**src/rtl/alu_issue_ctrl.sv**
```systemverilog
// alu_issue_ctrl: one-instruction-per-clock issue controller for an 8-bit ALU.
// Define CYCLE_CNT_EN to add the saturating RUN-cycle counter on cyc_cnt.
module alu_issue_ctrl #(
  parameter int unsigned     PC_W     = 10,
  parameter logic [PC_W-1:0] START_PC = '0
) (
  input  logic            clk,
  input  logic            reset,
  input  logic            start,
  output logic            done,
  output logic [PC_W-1:0] imem_addr,
  input  logic [8:0]      imem_data,
  output logic [1:0]      tgt_idx,
  input  logic [PC_W-1:0] tgt_addr,
  output logic [3:0]      alu_op,
  output logic [2:0]      alu_imm,
  output logic [7:0]      alu_dat_a,
  output logic [7:0]      alu_dat_b,
  input  logic [7:0]      alu_rslt,
  input  logic            alu_zero,
  input  logic            alu_jen,
  input  logic            alu_brc_j
`ifdef CYCLE_CNT_EN
  ,
  output logic [15:0]     cyc_cnt
`endif
);

  typedef enum logic [1:0] {
    S_IDLE = 2'd0,
    S_RUN  = 2'd1,
    S_DONE = 2'd2
  } state_e;

  state_e          state_q, state_d;
  logic [PC_W-1:0] pc_q, pc_d;
  logic [7:0]      rf_q [8];
  logic [7:0]      rf_d [8];
  logic            zflag_q, zflag_d;
  logic            done_q, done_d;
`ifdef CYCLE_CNT_EN
  logic [15:0]     cyc_q, cyc_d;
`endif

  logic [3:0]      op;
  logic [2:0]      rb;
  logic            dbit;
  logic            run;
  logic            is_alu, is_brc, is_mov;
  logic            is_imm, is_jmp, is_nop, is_halt;
  logic            wr_en;
  logic [2:0]      wr_idx;
  logic [PC_W-1:0] pc_inc, pc_nxt;

  always_comb begin
    op      = imem_data[8:5];
    rb      = imem_data[2:0];
    dbit    = imem_data[4];
    run     = (state_q == S_RUN);
    pc_inc  = pc_q + PC_W'(1);
    is_alu  = (op <= 4'b0101);
    is_brc  = (op[3:1] == 3'b011);
    is_mov  = (op == 4'b1000);
    is_imm  = (op == 4'b1001) || (op[3:1] == 3'b101);
    is_jmp  = (op[3:1] == 3'b110);
    is_nop  = (op == 4'b1110);
    is_halt = (op == 4'b1111);
  end

  always_comb begin
    wr_en  = 1'b0;
    wr_idx = 3'd0;
    pc_nxt = pc_inc;
    unique case (1'b1)
      is_alu, is_imm: wr_en = 1'b1;
      is_mov: begin
        wr_en  = 1'b1;
        wr_idx = dbit ? rb : 3'd0;
      end
      is_brc:  pc_nxt = alu_brc_j ? pc_inc : tgt_addr;
      is_jmp:  pc_nxt = alu_jen ? tgt_addr : pc_inc;
      is_halt: pc_nxt = pc_q;
      is_nop:  pc_nxt = pc_inc;
      default: pc_nxt = pc_inc;
    endcase
  end

  // Outside RUN the ALU sees xor of zeros so its carry clears.
  always_comb begin
    imem_addr = pc_q;
    tgt_idx   = imem_data[4:3];
    done      = done_q;
    alu_op    = 4'b0000;
    alu_imm   = 3'd0;
    alu_dat_a = 8'd0;
    alu_dat_b = 8'd0;
    if (run) begin
      alu_op    = op;
      alu_imm   = rb;
      alu_dat_a = (is_mov && !dbit) ? rf_q[rb] : rf_q[0];
      alu_dat_b = rf_q[rb];
    end
  end

  always_comb begin
    state_d = state_q;
    pc_d    = pc_q;
    rf_d    = rf_q;
    zflag_d = zflag_q;
`ifdef CYCLE_CNT_EN
    cyc_d   = cyc_q;
`endif
    unique case (state_q)
      S_RUN: begin
        pc_d = pc_nxt;
        if (wr_en) begin
          rf_d[wr_idx] = alu_rslt;
          zflag_d      = alu_zero;
        end
        if (is_halt) state_d = S_DONE;
`ifdef CYCLE_CNT_EN
        if (cyc_q != 16'hFFFF) cyc_d = cyc_q + 16'd1;
`endif
      end
      S_IDLE, S_DONE: begin
        if (start) begin
          state_d = S_RUN;
          pc_d    = START_PC;
`ifdef CYCLE_CNT_EN
          cyc_d   = 16'd0;
`endif
        end
      end
      default: state_d = S_IDLE;
    endcase
    done_d = (state_d == S_DONE);
  end

  always_ff @(posedge clk) begin
    if (reset) begin
      state_q <= S_IDLE;
      pc_q    <= START_PC;
      rf_q    <= '{default: 8'd0};
      zflag_q <= 1'b0;
      done_q  <= 1'b0;
`ifdef CYCLE_CNT_EN
      cyc_q   <= 16'd0;
`endif
    end else begin
      state_q <= state_d;
      pc_q    <= pc_d;
      rf_q    <= rf_d;
      zflag_q <= zflag_d;
      done_q  <= done_d;
`ifdef CYCLE_CNT_EN
      cyc_q   <= cyc_d;
`endif
    end
  end

`ifdef CYCLE_CNT_EN
  assign cyc_cnt = cyc_q;
`endif

endmodule
```
**config.mk**
```make
export PLATFORM = sky130hd
export DESIGN_NAME = alu_issue_ctrl
export DESIGN_NICKNAME = d
export VERILOG_FILES = /design/src/rtl/alu_issue_ctrl.sv
export SDC_FILE = /design/constraint.sdc
export NUM_CORES = 1
export LEC_CHECK = 0
export CORE_ASPECT_RATIO = 1.75
export CORE_UTILIZATION = 35
export DETAILED_ROUTE_END_ITERATION = 10
export GPL_ROUTABILITY_DRIVEN = 0
export GPL_TIMING_DRIVEN = 0
export PLACE_DENSITY_LB_ADDON = 0.25
export SLEW_MARGIN = 0
export SYNTH_ARGS = -nofsm -noshare
export SYNTH_HDL_FRONTEND = slang
export SYNTH_SLANG_ARGS = --single-unit
```
**constraint.sdc**
```tcl
create_clock -name clk -period 6.89 [get_ports clk]
set_clock_uncertainty 0.2 [all_clocks]
set_input_delay 1.378 -clock clk [delete_from_list [all_inputs] [get_ports clk]]
set_output_delay 1.378 -clock clk [all_outputs]
set_load 0.02 [all_outputs]
```
==> impl_metrics.env <==
export IMPL_power_density_nw_per_um2=210
export IMPL_drtPass1Iterations=4
export IMPL_setup_viol=0
export IMPL_clock_latency_ns=0.33
export IMPL_area_growth_pct=26.4
export IMPL_grt_pass1_wl_mm=16.4
export IMPL_drv_cap=0
export IMPL_root_buffer="clkbuf_16"
export IMPL_worstSetupPathType="in -> out"
export IMPL_placed_area_um2=4610
export IMPL_whs_ns=0.286
export IMPL_via_per_inst=5.18
export IMPL_drv_slew=0
export IMPL_synth_warnings=0
export IMPL_coreArea_um2=10800
export IMPL_ff2ff_setup_slack_ns=4.57
export IMPL_ios=69
export IMPL_drtIter0Drc=126
export IMPL_synth_distinct_cells=45
export IMPL_antennaDiodeCount=0
export IMPL_rsz0062_at_grt="false"
export IMPL_grt_pass1_vias=3175
export IMPL_met2_usage_pct=37.9
export IMPL_antenna_found_initial=0
export IMPL_max_slew_worst_pin_slew_ns=0.767
export IMPL_worst_setup_path_start_kind="primary input"
export IMPL_grt_max_degree=13
export IMPL_cts_tree="done"
export IMPL_hpwl_mm=7.90
export IMPL_busiest_layer="met2"
export IMPL_syn_avg_cell_area_um2=9.88
export IMPL_period_needed_ns=5.93
export IMPL_fill_cells=1063
export IMPL_cp_end_kind="output pin"
export IMPL_use_met3_pct=3.79
export IMPL_tns_ns=0
export IMPL_grt_use_total_pct=19.7
export IMPL_fmax_mhz=169
export IMPL_period_share_pct=86.0
export IMPL_syn_area_um2=3880
export IMPL_cts_sinks=77
export IMPL_die_h_um=141
export IMPL_vias=3085
export IMPL_ant_nets=0
export IMPL_cts_setup_buffers=0
export IMPL_ys_seq_area_share_pct=39.7
export IMPL_required_ns=5.31
export IMPL_num_nets_final=495
export IMPL_route_detailed_drc=0
export IMPL_die_x_um=81.6
export IMPL_postLayoutCellArea_um2=4910
export IMPL_mostFrequentLayoutCells="93 x nor2_1, 77 x dfxtp_1, 76 x mux2i_1, 57 x clkdlybuf4s50_1, 22 x clkbuf_1"
export IMPL_arrival_ns=4.35
export IMPL_die_area_um2=11500
export IMPL_irDropWorstVdd_mv=0.116
export IMPL_fp_row_count=50
export IMPL_total_leakage_power_uw=0.00192
export IMPL_port_buffers=57
export IMPL_cp_max_fo=10
export IMPL_async_flop_share_pct=0
export IMPL_htree_levels=3
export IMPL_synth_edf_count=0
export IMPL_relSlewSlack_pct=48.3
export IMPL_final_common_cell="nor2_1"
export IMPL_layout_drive_gt1_share_pct=10.5
export IMPL_gr_usage_met1_pct=19.8
export IMPL_ys_ff_latch=77
export IMPL_wl_per_cell_um=18.0
export IMPL_ctsResizeCount=0
export IMPL_syn_inst=393
export IMPL_start_util_pct=36.1
export IMPL_synth_nets=427
export IMPL_grt_overflow=0
export IMPL_numCtsBuffers=9
export IMPL_cts_path_max_buffers=2
export IMPL_outcome="completed"
export IMPL_hold_viol=0
export IMPL_worstHoldPathType="reg -> reg"
export IMPL_cts_reportedPaths_clkPinSlew_ns=0.06
export IMPL_wirelength_mm=10.7
export IMPL_synth_ff_type="dfxtp_1"
export IMPL_utilization_pct=45.6
export IMPL_hold_buffers=0
[routing by layer]
metal  up-vias  share of wire, %
met1      1483                37
li1       1512                 -
met4         0               2.5
met2        75                56
met5         -                 0
met3        15               3.7
[final cells by class]
cell class	instances	area (um^2)	area share (%)
Multi-Input combinational cell	275	2150	43.8
Sequential cell	77	1540	31.4
Timing Repair Buffer	57	571	11.6
Clock inverter	5	50.0	1.02
Buffer	37	174	3.54
Inverter	4	15.0	0.306
Tap cell	130	163	3.31
Clock buffer	11	243	4.95
[logic make-up after synthesis]
kind of cell / after synthesis / synth area share [%]
compound gates: 34 / 6.19
xor+xnor: 9 / 2.03
fa+ha+maj: 1 / 0.322
buf+inv: 41 / 4.87
flops: 77 / 39.7
mux: 93 / 29.2
simple gates: 138 / 17.7
[metrics by stage]
| step | setup WS (ns) | total power, uW | instances |
|---|---|---|---|
| after floorplan | 2.21 | 527 | 393 |
| after global placement | 0.952 | 574 | 580 |
| after detailed placement | 0.971 | 575 | 580 |
| after CTS | 0.957 | 1040 | 596 |
| after global routing | 0.713 | 1070 | 596 |
| final | 0.964 | 1030 | 596 |
[flip-flops by register name, summed over array words and instances, names as in the netlist]
| signal | count |
|---|---|
| done | 1 |
| imem_addr | 10 |
| rf_q | 64 |
| state_q | 2 |
[worst max-delay path, stage by stage]
cell and delay [ns]:
clkdlybuf4s50_1 0.63, nor4b_4 0.35, nor2b_1 0.18, clkbuf_1 0.36
clkbuf_1 0.48, nor2_1 0.09, a211oi_1 0.23, clkdlybuf4s50_1 0.64
[cells in the mapped netlist, drive strengths merged (2+ instances only)]
library cell,n,area share [%]
nor3,2,0.84
nor4b,3,1.1
mux2i,76,20
xnor2,2,0.45
buf,16,2.4
nand2,7,0.68
nand3,6,0.77
nor2,93,9.0
and3,5,0.81
a211oi,8,1.5
and2,6,0.97
nand2b,3,0.48
nand4,3,0.87
and4,2,0.45
a22oi,5,0.97
a21oi,9,1.2
or4b,2,0.61
dfxtp,77,40
xor2,7,1.6
clkbuf,21,2.0
inv,4,0.39
o21ai,2,0.26
mux4,16,9.3
a32o,4,1.0
[worst paths after layout]
check	startpoint	to	depth (start not counted)
max	imem_data[8]	alu_dat_a[5]	8
max reg2reg	state_q[1]	imem_addr[1]	7
min reg2reg	rf_q[40]	rf_q[40]	2
min	rf_q[40]	rf_q[40]	2
[report_power, final]
part | switching [uW] | total (uW) | internal [uW]
combinational | 64.4 | 110 | 45.7
sequential | 4.34 | 454 | 450
clock | 180 | 468 | 288
Power figures use the tool's default switching activity.
